==> config.mk <==
export PLATFORM = sky130hd
export DESIGN_NAME = uart_debug_ctrl_flat
export DESIGN_NICKNAME = d
export VERILOG_FILES = /design/src/rtl/uart_debug_ctrl_if.sv /design/src/rtl/uart_debug_ctrl.sv /design/src/flat_wrapper.sv
export SDC_FILE = /design/constraint.sdc
export NUM_CORES = 1
export LEC_CHECK = 0
export CAP_MARGIN = 25
export CORE_AREA = 5 5 145 147
export CTS_CLUSTER_DIAMETER = 150
export DETAILED_ROUTE_END_ITERATION = 10
export DIE_AREA = 0 0 150 152
export PLACE_DENSITY_LB_ADDON = 0.12
export SLEW_MARGIN = 10
export SYNTH_ARGS = -nofsm -noshare
export SYNTH_HDL_FRONTEND = slang
export SYNTH_SLANG_ARGS = --single-unit
export TNS_END_PERCENT = 10
==> constraint.sdc <==
create_clock -name clk -period 5.3 [get_ports clk]
set_input_delay 1.325 -clock clk [delete_from_list [all_inputs] [get_ports clk]]
set_output_delay 1.325 -clock clk [all_outputs]
set_load 0.005 [all_outputs]
==> src/rtl/uart_debug_ctrl_if.sv <==
// Byte-level link between the debug controller and the uart_rx/uart_tx units.
// master: the debug controller; slave: the UART side.
interface uart_debug_ctrl_if;
  logic [7:0] rx_data;
  logic       rx_done_tick;
  logic [7:0] tx_data;
  logic       tx_start;
  logic       tx_done_tick;

  modport master (
    input  rx_data,
    input  rx_done_tick,
    input  tx_done_tick,
    output tx_data,
    output tx_start
  );

  modport slave (
    output rx_data,
    output rx_done_tick,
    output tx_done_tick,
    input  tx_data,
    input  tx_start
  );
endinterface

==> src/rtl/uart_debug_ctrl.sv <==
// UART debug controller: single-byte run/pause/step commands drive the
// pipeline clock enable; 'd' snapshots the cycle counter and debug taps and
// streams them as HDR, count[4], words..., XOR checksum.
module uart_debug_ctrl #(
  parameter int unsigned WORD_W    = 32,
  parameter int unsigned NUM_WORDS = 4,
  parameter logic [7:0]  HDR_BYTE  = 8'hA5
) (
  input  logic                          clk,
  input  logic                          reset,
  uart_debug_ctrl_if.master             uart,
  input  logic [NUM_WORDS*WORD_W-1:0]   debug_bus,
  output logic                          clk_en,
  output logic                          busy,
  output logic [31:0]                   cycle_count
);

  localparam int unsigned PAY_W     = 32 + NUM_WORDS * WORD_W;
  localparam int unsigned PAY_BYTES = PAY_W / 8;
  // Packet indices: 0 = header, 1..PAY_BYTES = payload, PAY_BYTES+1 = checksum.
  localparam logic [11:0] LAST_IDX  = 12'(PAY_BYTES + 1);
  localparam logic [11:0] PRE_CSUM  = 12'(PAY_BYTES);

  typedef enum logic [1:0] {
    ST_IDLE,
    ST_SEND,
    ST_WAIT
  } state_t;

  state_t             r_state;
  state_t             w_state_nxt;
  logic               w_accept;
  logic               w_advance;
  logic               w_cmd_run;
  logic               w_cmd_pause;
  logic               w_cmd_step;
  logic               w_cmd_dump;
  logic [PAY_W-1:0]   w_payload;

  logic               r_clk_en;
  logic               r_step;
  logic [31:0]        r_cycle_count;
  logic [PAY_W-1:0]   r_snap;
  logic [11:0]        r_idx;
  logic [7:0]         r_csum;
  logic [7:0]         r_tx_data;
  logic               r_tx_start;

  assign w_cmd_run   = uart.rx_done_tick && (uart.rx_data == 8'h73);
  assign w_cmd_pause = uart.rx_done_tick && (uart.rx_data == 8'h70);
  assign w_cmd_step  = uart.rx_done_tick && (uart.rx_data == 8'h74);
  assign w_cmd_dump  = uart.rx_done_tick && (uart.rx_data == 8'h64);

  // Payload image, MSB-first: cycle count, then word 0 .. word NUM_WORDS-1.
  always_comb begin
    w_payload = '0;
    w_payload[PAY_W-1 -: 32] = r_cycle_count;
    for (int unsigned k = 0; k < NUM_WORDS; k++) begin
      w_payload[PAY_W-33-k*WORD_W -: WORD_W] = debug_bus[k*WORD_W +: WORD_W];
    end
  end

  // Clock-enable control; a step holds clk_en high for one cycle only.
  always_ff @(posedge clk) begin
    if (reset) begin
      r_clk_en <= 1'b0;
      r_step   <= 1'b0;
    end else if (w_cmd_run) begin
      r_clk_en <= 1'b1;
      r_step   <= 1'b0;
    end else if (w_cmd_pause) begin
      r_clk_en <= 1'b0;
      r_step   <= 1'b0;
    end else if (w_cmd_step && !r_clk_en) begin
      r_clk_en <= 1'b1;
      r_step   <= 1'b1;
    end else if (r_step) begin
      r_clk_en <= 1'b0;
      r_step   <= 1'b0;
    end
  end

  // Free-running count of enabled cycles, wrapping naturally at 2^32.
  always_ff @(posedge clk) begin
    if (reset) begin
      r_cycle_count <= '0;
    end else if (r_clk_en) begin
      r_cycle_count <= r_cycle_count + 32'd1;
    end
  end

  // Dump FSM state register.
  always_ff @(posedge clk) begin
    if (reset) begin
      r_state <= ST_IDLE;
    end else begin
      r_state <= w_state_nxt;
    end
  end

  // Dump FSM next state; snapshot capture happens on the accepting edge so
  // the header goes out the very next cycle.
  always_comb begin
    w_state_nxt = r_state;
    w_accept    = 1'b0;
    w_advance   = 1'b0;
    case (r_state)
      ST_IDLE: begin
        if (w_cmd_dump) begin
          w_accept    = 1'b1;
          w_state_nxt = ST_SEND;
        end
      end
      ST_SEND: begin
        w_state_nxt = ST_WAIT;
      end
      ST_WAIT: begin
        if (uart.tx_done_tick) begin
          if (r_idx == LAST_IDX) begin
            w_state_nxt = ST_IDLE;
          end else begin
            w_advance   = 1'b1;
            w_state_nxt = ST_SEND;
          end
        end
      end
      default: begin
        w_state_nxt = ST_IDLE;
      end
    endcase
  end

  // Packet datapath: snapshot shifts out a byte per advance, checksum tracks it.
  always_ff @(posedge clk) begin
    if (reset) begin
      r_tx_start <= 1'b0;
      r_tx_data  <= '0;
      r_idx      <= '0;
      r_csum     <= '0;
      r_snap     <= '0;
    end else begin
      r_tx_start <= w_accept | w_advance;
      if (w_accept) begin
        r_snap    <= w_payload;
        r_idx     <= '0;
        r_csum    <= '0;
        r_tx_data <= HDR_BYTE;
      end else if (w_advance) begin
        r_idx <= r_idx + 12'd1;
        if (r_idx == PRE_CSUM) begin
          r_tx_data <= r_csum;
        end else begin
          r_tx_data <= r_snap[PAY_W-1 -: 8];
          r_csum    <= r_csum ^ r_snap[PAY_W-1 -: 8];
          r_snap    <= {r_snap[PAY_W-9:0], 8'h00};
        end
      end
    end
  end

  assign clk_en        = r_clk_en;
  assign cycle_count   = r_cycle_count;
  assign busy          = (r_state != ST_IDLE);
  assign uart.tx_data  = r_tx_data;
  assign uart.tx_start = r_tx_start;

endmodule

==> src/flat_wrapper.sv <==
// flat-port wrapper written by rule: the top's interface ports become plain ports
module uart_debug_ctrl_flat 
#(
  parameter int unsigned WORD_W    = 32,
  parameter int unsigned NUM_WORDS = 4,
  parameter logic [7:0]  HDR_BYTE  = 8'hA5
)
  (clk, reset, debug_bus, clk_en, busy, cycle_count, uart_rx_data, uart_rx_done_tick, uart_tx_done_tick, uart_tx_data, uart_tx_start);
  uart_debug_ctrl_if uart_i ();
  input  logic clk;
  input  logic reset;
  input  logic [NUM_WORDS*WORD_W-1:0] debug_bus;
  output logic clk_en;
  output logic busy;
  output logic [31:0] cycle_count;
  input wire logic [$bits(uart_i.rx_data)-1:0] uart_rx_data;
  input wire logic [$bits(uart_i.rx_done_tick)-1:0] uart_rx_done_tick;
  input wire logic [$bits(uart_i.tx_done_tick)-1:0] uart_tx_done_tick;
  output wire logic [$bits(uart_i.tx_data)-1:0] uart_tx_data;
  output wire logic [$bits(uart_i.tx_start)-1:0] uart_tx_start;
  assign uart_i.rx_data = uart_rx_data;
  assign uart_i.rx_done_tick = uart_rx_done_tick;
  assign uart_i.tx_done_tick = uart_tx_done_tick;
  assign uart_tx_data = uart_i.tx_data;
  assign uart_tx_start = uart_i.tx_start;
  uart_debug_ctrl #(.WORD_W(WORD_W), .NUM_WORDS(NUM_WORDS), .HDR_BYTE(HDR_BYTE)) u_core (.clk(clk), .reset(reset), .uart(uart_i), .debug_bus(debug_bus), .clk_en(clk_en), .busy(busy), .cycle_count(cycle_count));
endmodule
==> flow_summary_export.csv <==
group,metric,value,unit
synthesis,synth_area_leader_cell,"dfxtp_1",
worst_setup_path,cp_top_family,"buffers and inverters",
clock_tree,clk_pin_slew,60,ps
place,hpwlAfterDp,16.20,mm
clock_tree,cts-htree-levels,1,
place,pre_cts_ws,1338,ps
finish,nNetsFinal,1200,
routing,routed_wl,23.66,mm
power_and_ir_drop,power_frac_comb,0.042,
floorplanning,start_util,0.4872,
worst_setup_path,reg2reg_depth,6,
routing,drc,0,
sta,period_minus_slack,3407,ps
worst_setup_path,critical-path-max-stage-delay,610,ps
worst_setup_path,critPathBufInv,2,
min_path,min_from,"u_core.uart.tx_data[4]",
finish,layout-drive-gt1-share,0.05866,
synthesis,yosys_register_bits,225,
finish,area_growth,29.38,%
worst_setup_path,crit_path_max_fanout,58,
power_and_ir_drop,cell_internal_pwr,2.925,mW
routing,dr.pass1.iters,5,
power_and_ir_drop,power.leakage,5.131,nW
global_route,grt_max_degree,83,
worst_setup_path,r2r_start,"u_core.r_idx[8]",
worst_setup_path,endpoint_kind,"register",
clock_tree,ctsResizeCount,0,
clock_tree,cts_buffer_depth,3,
synthesis,syn_area,9637,um^2
worst_setup_path,cp.depth,6,
sta,grt_setup_unrepaired,"no",
worst_setup_path,crit_chain,"clkdlybuf4s50_1 -> or3b_2 -> nor4_1 -> a21o_4 -> buf_4 -> o2bb2ai_1",
synthesis,synthTopCellsByArea,"dfxtp_1 47%, mux2i_1 16%, o2bb2ai_1 14%, clkbuf_1 1.9%, a21oi_1 1.8%",
global_route,antenna_found_initial,0,
power_and_ir_drop,seqPwrFrac,0.463,
global_route,track_usage,0.1995,
sta,worst_slack,1893,ps
clock_tree,clock-sinks,225,
power_and_ir_drop,p_clk_frac,0.496,
routing,dr_total_vias,7457,
clock_tree,cts_tree,"built",
sta,timing.hold.ws,481.4,ps
worst_setup_path,critPathSlowestCell,"a21o_4",
floorplanning,coreArea,19780,um^2
worst_setup_path,cp-start-kind,"input port",
global_route,grt_pass1_wl,37.77,mm
sta,hold_viol_final,0,
routing,drtIter0Drc,358,
sta,finalSetupTns,0,ps
clock_tree,cts_root_buf,"clkbuf_16",
finish,layout_common_cells,"225 x dfxtp_1, 181 x clkdlybuf4s50_1, 155 x mux2i_1, 152 x o2bb2ai_1, 34 x a21oi_1",
finish,fin_util,0.6304,
power_and_ir_drop,power.total,3.660,mW
synthesis,ys_async_sr_fraction,0,
clock_tree,clock_latency,510,ps
sta,setup_viol,0,
worst_setup_path,critPathKind,"input port to register",
sta,fmax,0.2935,GHz
sta,slew_headroom,0.4603,
min_path,hp-class,"register to register",
finish,n_antenna_cell,0,
global_route,grt_pass1_vias,7333,
power_and_ir_drop,switching_share,0.2009,
place,portBuffers,182,
worst_setup_path,crit_arrival,3790,ps
sta,report.final.slew_viol_count,0,
routing,avgRoutedWirePerCell,17.61,um
synthesis,syn-num-nets,1059,
floorplanning,die_x,150,um
sta,skew,9.773,ps
synthesis,synth_warnings,0,
outcome,status,"completed",
synthesis,synth_cell_types,50,
power_and_ir_drop,pwr_density_cell,293.5,nW/um^2
floorplanning,num_rows,52,
finish,final_common_cell,"dfxtp_1",
worst_setup_path,required,5690,ps
routing,avgViaCountPerCell,5.548,
routing,ant_nets,0,
clock_tree,post_cts_buffers,0,
synthesis,ys_seq_area_frac,0.4674,
synthesis,avgSynthCellArea,10.53,um^2
floorplanning,die_area,22800,um^2
power_and_ir_drop,p_sw,0.7351,mW
synthesis,syn_inst,915,
place,gp_congestion,0.7876,
clock_tree,holdBufCountCts,0,
sta,worst_pin_slew,802.8,ps
power_and_ir_drop,ir_drop,186.1,uV
min_path,holdPathStages,2,
synthesis,synth_edf_count,0,
run,drv_cap,0,
worst_setup_path,r2r_slack,2440,ps
sta,period_share,0.6429,
floorplanning,chipHeight,152,um
synthesis,synth_flop_cell,"dfxtp_1",
global_route,overflow,0,
floorplanning,pin_count,183,
synthesis,synthDominantCellAreaShare,0.4674,
worst_setup_path,critPathLaunch,"uart_rx_data[0]",
clock_tree,cts_buffers,24,
[kinds of logic after synthesis]
logic type	Yosys count	synth area share
buffers and inverters	105	0.04856
adder cells (fa/ha/maj)	4	0.005194
flip-flops	225	0.4674
XOR/XNOR	19	0.01727
AO/OA/AOI/OAI	259	0.2111
AND/OR/NAND/NOR	147	0.08829
multiplexers	156	0.1622
[path summary, 6_finish.rpt]
path,to
min,u_core.uart.tx_data[4]
min reg2reg,u_core.uart.tx_data[4]
max,u_core.r_snap[34]
max reg2reg,u_core.r_snap[62]
[worst min-delay path, cell delays in order, from the launching register on]
cell	delay (ps)
dfxtp_1	300
o21ai_0	70
a21oi_1	60
[registers in the layout, indices dropped and copies added, names as in the netlist]
name and cells:
u_core.clk_en 1, u_core.cycle_count 32, u_core.r_csum 8, u_core.r_idx 12, u_core.r_snap 160, u_core.r_state 2
u_core.r_step 1, u_core.uart.tx_data 8, u_core.uart.tx_start 1
[area by class of cell]
cell class | count | area, um^2
Clock inverter | 13 | 207.7
Tap cell | 270 | 337.8
Sequential cell | 225 | 4504
Clock buffer | 31 | 666.9
Timing Repair Buffer | 193 | 1962
Fill cell | 1741 | 7311
Multi-Input combinational cell | 585 | 4688
Inverter | 27 | 101.3
[power by group through the flow]
stage	clock (mW)	combinational [mW]	sequential, mW
global route	1.93	0.162	1.69
CTS	1.85	0.153	1.69
finish	1.81	0.152	1.69
global placement	0	0.154	1.73
floorplan	0	0.0322	1.73
detailed placement	0	0.153	1.73
[Yosys cell counts (8+ instances only)]
cell type  count
dfxtp_1      225
mux2i_1      155
o2bb2ai_1    152
clkbuf_1      48
a21oi_1       34
nor2_1        29
inv_1         27
o21ai_0       22
nand3_1       20
or4_1         17
o31ai_1       15
nand2_1       14
or3_1         14
xnor2_1       12
buf_4         11
nand4_1       10
nor4_1         9
a2111oi_0      8
a22oi_1        8
a41o_1         8
buf_1          8
buf_2          8
[metrics by stage]
step / area, um^2 / cells
detailed placement: 11590 / 1300
floorplan: 9637 / 915
CTS: 12470 / 1344
global placement: 11590 / 1300
global route: 12470 / 1344
finish: 12470 / 1344
[routing by layer]
metal  up-vias  global-route usage  wire length [um]
li1       3796                   -                 -
met1      3445              0.2721             10610
met2       180              0.3219             11020
met3        36             0.04736              1609
met4         0             0.04532               422
met5         -                   0                 0
No activity file was read; power rests on OpenSTA's default activity.
